File: src/rtl/msi_pkg.sv
// MSI message generator shared types, constants and vector-allocation helpers.
// Latency: n/a (package only).
// Backpressure: n/a (package only).
package msi_pkg;

  typedef enum logic {
    IDLE = 1'b0,
    SEND = 1'b1
  } msi_state_t;

  localparam int MSI_MAX_VEC = 32;

  // log2 of the allocated vector count: mme saturates at 5 (6/7 read as 5)
  // and never exceeds what the function actually requested.
  function automatic int alloc_log2(input logic [2:0] mme, input int num_vec);
    int nlog;
    int m;
    nlog = $clog2(num_vec);
    m    = (mme > 3'd5) ? 5 : int'(mme);
    return (m < nlog) ? m : nlog;
  endfunction

  // Sources beyond the allocated range fold onto the last allocated vector.
  function automatic int eff_vec(input int v, input logic [2:0] mme, input int num_vec);
    int alloc;
    alloc = 1 << alloc_log2(mme, num_vec);
    return (v < alloc) ? v : alloc - 1;
  endfunction

endpackage

File: src/rtl/msi_priority_encoder.sv
// Lowest-index select over a request vector.
// Latency: purely combinational.
// Backpressure: none; any/idx follow req directly.
module msi_priority_encoder #(
  parameter int NUM_VEC = 32,
  parameter int IDX_W   = 5
) (
  input  logic [NUM_VEC-1:0] req,
  output logic               any,
  output logic [IDX_W-1:0]   idx
);

  // Scan from the top down so the last hit (the lowest index) wins.
  always_comb begin
    any = 1'b0;
    idx = '0;
    for (int i = NUM_VEC - 1; i >= 0; i--) begin
      if (req[i]) begin
        any = 1'b1;
        idx = IDX_W'(i);
      end
    end
  end

endmodule

File: src/rtl/msi_message_generator.sv
// Collects interrupt pulses into pending bits and emits one MSI memory write per message.
// Latency: int_req at cycle N -> pending at N+1 -> req_valid at N+2; at most one message per 2 cycles.
// Backpressure: request held stable in SEND until req_ready; new pulses keep accumulating as pending bits.
module msi_message_generator
  import msi_pkg::*;
#(
  parameter int NUM_VEC = 32
) (
  input  logic               clk,
  input  logic               rst,
  input  logic               msi_enable,
  input  logic [2:0]         mme,
  input  logic [31:0]        msg_addr,
  input  logic [15:0]        msg_data,
  input  logic [NUM_VEC-1:0] mask_bits,
  input  logic [NUM_VEC-1:0] int_req,
  output logic [NUM_VEC-1:0] pending_bits,
  output logic               req_valid,
  input  logic               req_ready,
  output logic [31:0]        req_addr,
  output logic [31:0]        req_data,
  output logic               msg_sent
);

  localparam int IDX_W = (NUM_VEC > 1) ? $clog2(NUM_VEC) : 1;

  msi_state_t         state_q;
  msi_state_t         state_d;
  logic [NUM_VEC-1:0] pending_q;
  logic [NUM_VEC-1:0] pending_d;
  logic [NUM_VEC-1:0] set_vec;
  logic [NUM_VEC-1:0] clr_vec;
  logic [NUM_VEC-1:0] eligible;
  logic               sel_any;
  logic [IDX_W-1:0]   sel_idx;
  logic               load;
  logic [31:0]        req_addr_q;
  logic [31:0]        req_data_q;
  logic [15:0]        low_mask;
  logic [15:0]        merged_data;
  int                 k_log;

  // Address bits [1:0] are forced to zero on the request.
  logic unused_addr_lsbs;
  assign unused_addr_lsbs = &{1'b0, msg_addr[1:0]};

  assign eligible = pending_q & ~mask_bits;

  msi_priority_encoder #(
    .NUM_VEC (NUM_VEC),
    .IDX_W   (IDX_W)
  ) u_prio (
    .req (eligible),
    .any (sel_any),
    .idx (sel_idx)
  );

  // Map each source pulse onto its effective (possibly aliased) vector.
  always_comb begin
    set_vec = '0;
    for (int t = 0; t < NUM_VEC; t++) begin
      for (int v = 0; v < NUM_VEC; v++) begin
        if (int_req[v] && (eff_vec(v, mme, NUM_VEC) == t)) begin
          set_vec[t] = 1'b1;
        end
      end
    end
  end

  // Next state: pick a message in IDLE, wait out the handshake in SEND.
  always_comb begin
    state_d = state_q;
    load    = 1'b0;
    case (state_q)
      IDLE: begin
        if (msi_enable && sel_any) begin
          load    = 1'b1;
          state_d = SEND;
        end
      end
      SEND: begin
        if (req_ready) begin
          state_d = IDLE;
        end
      end
      default: state_d = IDLE;
    endcase
  end

  // Clear the selected bit on load; a same-cycle pulse re-sets it (set wins).
  always_comb begin
    clr_vec = '0;
    for (int i = 0; i < NUM_VEC; i++) begin
      if (load && (sel_idx == IDX_W'(i))) begin
        clr_vec[i] = 1'b1;
      end
    end
    pending_d = msi_enable ? ((pending_q & ~clr_vec) | set_vec) : '0;
  end

  // Merge the vector number into the low log2(ALLOC) bits of Message Data.
  always_comb begin
    k_log       = alloc_log2(mme, NUM_VEC);
    low_mask    = 16'((1 << k_log) - 1);
    merged_data = (msg_data & ~low_mask) | (16'(sel_idx) & low_mask);
  end

  // State, pending bits and the request payload captured on IDLE->SEND.
  always_ff @(posedge clk) begin
    if (rst) begin
      state_q    <= IDLE;
      pending_q  <= '0;
      req_addr_q <= '0;
      req_data_q <= '0;
    end else begin
      state_q   <= state_d;
      pending_q <= pending_d;
      if (load) begin
        req_addr_q <= {msg_addr[31:2], 2'b00};
        req_data_q <= {16'h0000, merged_data};
      end
    end
  end

  assign pending_bits = pending_q;
  assign req_valid    = (state_q == SEND);
  assign req_addr     = req_addr_q;
  assign req_data     = req_data_q;
  assign msg_sent     = req_valid & req_ready;

endmodule

File: config.mk
export PLATFORM = sky130hd
export DESIGN_NAME = msi_message_generator
export DESIGN_NICKNAME = d
export VERILOG_FILES = /design/src/rtl/msi_pkg.sv /design/src/rtl/msi_priority_encoder.sv /design/src/rtl/msi_message_generator.sv
export SDC_FILE = /design/constraint.sdc
export NUM_CORES = 1
export LEC_CHECK = 0
export CORE_MARGIN = 3
export CORE_UTILIZATION = 47
export DETAILED_ROUTE_END_ITERATION = 10
export PLACE_DENSITY = 0.86
export SYNTH_ARGS = -nofsm -noshare
export SYNTH_HDL_FRONTEND = slang
export SYNTH_SLANG_ARGS = --single-unit
File: constraint.sdc
create_clock -name clk -period 5.05 [get_ports clk]
set_input_delay 1.01 -clock clk [delete_from_list [all_inputs] [get_ports clk]]
set_output_delay 1.01 -clock clk [all_outputs]
set_load 0.01 [all_outputs]
[Word-level counts from Yosys, hierarchy flattened]
Cells that the tools add are included.
Cells by class
  bitwise operators: 12
  reductions and logical operators: 1091
  mux-type cells: 1158
  div/mod/pow operators: 0
  equal/unequal tests: 1023
  shift-type cells: 1
  $mul: 0
  add/sub/neg operators: 1
  $lt $le $gt $ge: 34
Operators by type and width (count)
  == test 32 x 6 -> 1 bit, second input constant: 512
  == test 32 x 5 -> 1 bit, second input constant: 256
  == test 32 x 4 -> 1 bit, second input constant: 128
  == test 32 x 3 -> 1 bit, second input constant: 64
  two-way mux 1 bit: 1091
  logical AND 1 bit: 1057
  two-way mux 32 bit: 33
  == test 32 x 2 -> 1 bit, second input constant: 32
  logical NOT 32 bit: 32
  less-than comparator 6 x 32 -> 1 bit, first input constant: 16
  less-than comparator 5 x 32 -> 1 bit, first input constant: 8
  two-way mux 5 bit: 32
  less-than comparator 4 x 32 -> 1 bit, first input constant: 4
  == test 5 bit, second input constant: 16
  bitwise AND 32 bit: 2
  less-than comparator 3 x 32 -> 1 bit, first input constant: 2
  NOT 32 bit: 2
  == test 5 x 4 -> 1 bit, second input constant: 8
  less-than comparator 1 x 32 -> 1 bit, first input constant: 1
  less-than comparator 2 x 32 -> 1 bit, first input constant: 1
  less-than comparator 32 x 4 -> 1 bit, second input constant: 1
  OR 32 bit: 1
  << shifter 1 x 32 -> 32 bit, first input constant: 1
  subtractor 32 x 2 -> 32 bit, second input constant: 1
  other kinds (14): 19
Word-level totals
  register bits: 79
  bits in read-only memories: 0
  output and inout bits: 98
  bits in latches: 0
  input bits: 119
  word-level logic and storage cells: 3324
  RAM bits: 0
  memories kept: 0

[Logic depth before layout (Yosys ltp)]
  word-level depth: 42
  mapped depth: 12
  gate-level depth less buffers: 9

[Modules after synthesis]
A second synthesis with hierarchy kept.
Unflattened totals
  cell total of the unflattened synthesis: 652
  area total of the unflattened synthesis: 4693.3 um^2
By module, submodules not included
  msi_message_generator: cells an instance 587, instances 1, area each 4322.9 um^2
  msi_priority_encoder: cells an instance 65, instances 1, area each 370.4 um^2

[Worst setup path before layout]
Ideal clock, no wire load.
  path type: input -> register
  start: input mme[0]
  end: register pending_q[17] (netlist: pending_bits[17])
  library setup time: 0.074 ns
  stages: 11
  arrival: 3.461 ns
  data required time: 4.976 ns
  setup slack: 1.515 ns
  path through: clkbuf_1 > or2_2 > clkbuf_1 > nor2_1 > ha_1 > or3b_2 > nor2_1 > a221oi_1 > o311ai_0 > o21ai_0 > a31oi_1
On the way
  cells in the longest elaborated chain, start to end: 42
Ends and longest elaborated chain
  from (decl): line msi_message_generator.sv:12  | input logic [2:0] mme,
  > comparator 3 bit: line msi_pkg.sv:19  | m = (mme > 3'd5) ? 5 : int'(mme);
  two-way mux 3 bit *: line msi_pkg.sv:19
  less-than comparator 32 x 4 -> 1 bit: line msi_pkg.sv:20  | return (m < nlog) ? m : nlog;
  two-way mux 32 bit *: line msi_pkg.sv:20
  << shifter 1 x 32 -> 32 bit *: line msi_pkg.sv:26  | alloc = 1 << alloc_log2(mme, num_vec);
  subtractor 32 x 2 -> 32 bit or less-than comparator 1 x 32 -> 1 bit (tied branches): line msi_pkg.sv:27  | return (v < alloc) ? v : alloc - 1;
  two-way mux 32 bit: line msi_pkg.sv:27
  == test 32 x 6 -> 1 bit: line msi_message_generator.sv:63  | if (int_req[v] && (eff_vec(v, mme, NUM_VEC) == t)) begin
  logical AND 1 bit: line msi_message_generator.sv:63
  two-way mux 1 bit (31 in series): line msi_message_generator.sv:63
  two-way mux 1 bit *: line msi_message_generator.sv:63
  OR 32 bit *: line msi_message_generator.sv:98  | pending_d = msi_enable ? ((pending_q & ~clr_vec) | set_vec) : '0;
  to (signal assigned): line msi_message_generator.sv:117  | pending_q <= pending_d;
  to (decl): line msi_message_generator.sv:29  | logic [NUM_VEC-1:0] pending_q;
Every way passes the cells marked *; elsewhere a longest branch is shown, timed or not.
A chain may end at the register's enable or synchronous reset.

[Worst setup path after layout]
  start: input mme[1]
  end: register pending_q[17] (netlist: pending_bits[17])
The elaborated chain is that of the path after synthesis.

==> results.md <==
- Result of the run: finished, final reports clean
- Switching part of the total power: 34.3%
- Category of the most critical setup path: in -> reg
- Routed WL: 20600 um
- Count of nets after finishing: 998
- Final total negative setup slack: 0 ns
- Ratio of cells with drive above 1 in the final layout: 6.13%
- Length of routed met2 wiring: 9840 um
- Number of buffers inserted by port buffering: approximately 200
- FF-to-FF path depth: 6
- Hold Path Class: reg -> reg
- Horiz. Die Dim: 110 um
- FF+latch count, synth: 79
- Maxcap violations: 0
- EDFF count, synth: 0
- Core region area: 0.0104 mm^2
- Highest metal layer used by the detailed router: met4
- Critical path depth in cells: 11
- Layout Area Growth over Synthesis: 43.1%
- Buffering stage count on the worst path with inverters included: 2
- GR Util All Layers: roughly 33%
- Max transition margin: between 15 and 20%
- Slack of the worst reg-to-reg path: 1.85 ns
- Residual antenna-violating net count after detailed routing: 0
- WP data required: between 5 and 6 ns
- Clock input transition at the sequential cells of the worst setup and hold paths: roughly 0.08 ns
- Global-route wire length before repair: between 30000 and 40000 um
- Fin worst setup slack: just over 0.7 ns
- Vias in the first global route: 5866
- Cell internal power dissipation: 1200 uW
- LEAKAGE: around 0.0027 uW
- Final Wtd Congestion: 0.989
- Initial Utilization: 48.6%
- Clock Skews: 0.0171 ns
- Hold depth: 2
- Power density over the cells: roughly 250 mW/mm^2
- Largest net degree at the start of global routing: 49
- Total number of placement rows: 37
- Synth top area cells: sky130_fd_sc_hd__dfxtp_1, sky130_fd_sc_hd__nand2_1, sky130_fd_sc_hd__a21oi_1
- Post-synthesis cell type with the largest combined area: sky130_fd_sc_hd__dfxtp_1
- Clock tree from TritonCTS: built
- DP HPWL: 16100 um
- Largest vdd supply drop: 0.160 mV
- Final Instance Count excl. Fillers: roughly 1000
- Kind of cell with the highest combined delay on the critical path: simple AND/OR/NAND/NOR gates
- Sequence of cells on the critical path: clkdlybuf4s50_1 > or2_2 > nor2_1 > ha_1 > or3b_2 > nor2_1 > a221oi_1 > o311ai_0 > buf_4 > o21ai_0 > a31oi_1
- Area share of the largest cell type after synthesis: 31.2%
- Count of antenna diodes in the layout: 0
- Postcts setup bufs: 0
- Cells after Synth: 694
- Detailed-route via count: about 6300
- Clock tree sinks: 79
- Drt initial violations: 715
- Deepest level of the CTS H-tree: 3
- TritonCTS buffer count: 9
- Placement-stage worst setup slack: 0.444 ns
- Sum of routed wire segments on met1: 8150 um
- Library cell appearing most often on the critical path: sky130_fd_sc_hd__nor2_1
- Register area share after synthesis: between 30% and 40%
- Final setup violation count: 0
- Final-report max-slew violation count: 0
- Die area: roughly 0.012 mm^2
- Yosys warnings: 0
- Slew of the pin with the lowest slew margin: 1.24 ns
- Cell variety after synth: 68
- Sw power: 626 uW
- Remaining global-route overflow: 0
- Maximum clock insertion buffer count: 2
- Delay contributed by the slowest stage of the critical path: 0.61 ns
- Remaining routing DRC violations: 0
- Hold Violations, Final: 0
- Final worst path period need: 4.34 ns
- Number of gates resized after cts: 0
- Total met3 wirelength after detailed routing: 2000 um
- Startpoint kind of the worst setup timing path: primary input
- Wirelength per Cell: ~20 um
- Hold bufs inserted after CTS: 0
- FILL cells: 815
- Logic pwr share: 35.3%
- Maximum frequency from static timing analysis: roughly 230 MHz
- Initial antenna violation count: 0
- Netlist area before placement: 0.00507 mm^2
- Total placed cells including tap cells: 1001
- Crit path arrival time: between 4 and 5 ns
- Crit share post-route: 85.9%
- Capturing element type of the critical path: flip-flop
- Unrepaired setup endpoints after global routing: false
- Library cell contributing the largest single delay on the critical path: sky130_fd_sc_hd__clkdlybuf4s50_1
- Die Y: 110 um
- Most common flop cell mapped by yosys: sky130_fd_sc_hd__dfxtp_1
- Async SR Flop Fraction: 0%
- Fraction of power consumed by the clock network: between 20% and 30%
- Via count normalized by instance count: 6.15
- Mean Syn Cell Area: 7.30 um^2
- I/O pin cnt: ~220
- DRT Pass-1 Iters: 6
- Clk root buf: sky130_fd_sc_hd__clkbuf_8
- Latest clock arrival within the worst-skew pair: 0.36 ns
- Total power consumption of the routed design: ~1800 uW
- Maximum fanout count along the critical path: 10
- Fraction of power consumed by sequential logic: 38.5%
-- Yosys cell counts (all sizes together), types with 4 or more instances --
cell type / n
nor2b: 18
a22oi: 6
nor3: 30
clkbuf: 26
nand2: 116
nand4: 12
a21oi: 73
a211oi: 7
dfxtp: 79
o211ai: 10
or3b: 4
buf: 31
nor4: 13
nor2: 40
a221oi: 7
a31oi: 36
o311ai: 5
and2: 7
inv: 14
nand2b: 27
o21ai: 40
a21o: 13
or2: 4
o31ai: 7
nand3: 12
-- flip-flops by register name, indices dropped and copies added (netlist names) --
name	cells
pending_bits	32
req_addr	30
req_data	16
req_valid	1
-- power groups by stage --
stage | clock (uW) | combinational [uW] | sequential, uW
after floorplan | 0 | 321 | 733
after global placement | 0 | 616 | 713
after detailed placement | 0 | 627 | 716
after CTS | 478 | 630 | 702
after global routing | 510 | 685 | 707
final | 478 | 643 | 702
-- worst min-delay path: stages, from the launching register on --
cell and delay (ns):
sky130_fd_sc_hd__dfxtp_1 0.31, sky130_fd_sc_hd__nand2_1 0.05, sky130_fd_sc_hd__a21oi_1 0.05
-- metrics by stage --
stage / utilization, % / instance area (um^2) / hold slack [ns]
5_1_grt: 69.6 / 7250 / 0.482
2_1_floorplan: - / 5130 / 0.476
3_5_place_dp: 67.7 / 7050 / 0.446
4_1_cts: 69.6 / 7250 / 0.457
6_report: 69.6 / 7250 / 0.457
3_3_place_gp: 67.7 / 7050 / 0.441
-- area by class of cell --
cell class                      instances  area [um^2]  share of cell area, %
Sequential cell                        79         1580                   21.8
Inverter                               14         52.6                  0.725
Clock buffer                           11          141                   1.95
Clock inverter                          5         57.6                  0.794
Multi-Input combinational cell        562         3190                   43.9
Tap cell                              136          170                   2.35
Timing Repair Buffer                  210         2060                   28.4
-- layer usage --
layer | GRT usage, % | vias up
met4 | 12.7 | 0
met3 | 6.46 | 52
li1 | - | 2885
met1 | 40.3 | 2923
met5 | 0 | -
met2 | 55.8 | 397
-- path summary, 6_finish.rpt --
kind,startpoint,to
max,mme[1],pending_bits[17]$_SDFF_PP0_
min,req_data[11]$_SDFFE_PP0P_,req_data[11]$_SDFFE_PP0P_
max reg2reg,pending_bits[24]$_SDFF_PP0_,req_addr[26]$_SDFFE_PP0P_
min reg2reg,req_data[11]$_SDFFE_PP0P_,req_data[11]$_SDFFE_PP0P_
-- kinds of logic (layout without fill, tap and decap cells) --
logic type / after synthesis / in the layout / share of synthesized area, %
AO/OA/AOI/OAI: 244 / 244 / 31.6
adder cells (fa/ha/maj): 3 / 3 / 0.741
buffers and inverters: 71 / 240 / 7.48
flip-flops: 79 / 79 / 31.2
multiplexers: 1 / 1 / 0.222
other: 2 / 20 / 0.148
AND/OR/NAND/NOR: 294 / 294 / 28.6
-- layout by cell type (no fill, tap or decap), drive strengths merged, types with 4 or more instances in the layout --
| cell | n |
|---|---|
| nand3 | 12 |
| nand2 | 116 |
| nor2b | 18 |
| o311ai | 5 |
| or3b | 4 |
| inv | 14 |
| a221oi | 7 |
| dfxtp | 79 |
| nand4 | 12 |
| conb | 20 |
| o21ai | 40 |
| nor2 | 40 |
| a22oi | 6 |
| nor4 | 13 |
| nor3 | 30 |
| o31ai | 7 |
| clkdlybuf4s50 | 195 |
| a21oi | 73 |
| a211oi | 7 |
| nand2b | 27 |
| o211ai | 10 |
| a21o | 13 |
| or2 | 4 |
| clkbuf | 11 |
| buf | 15 |
| clkinv | 4 |
| a31oi | 36 |
| and2 | 7 |
(Power assumes the default switching activity.)
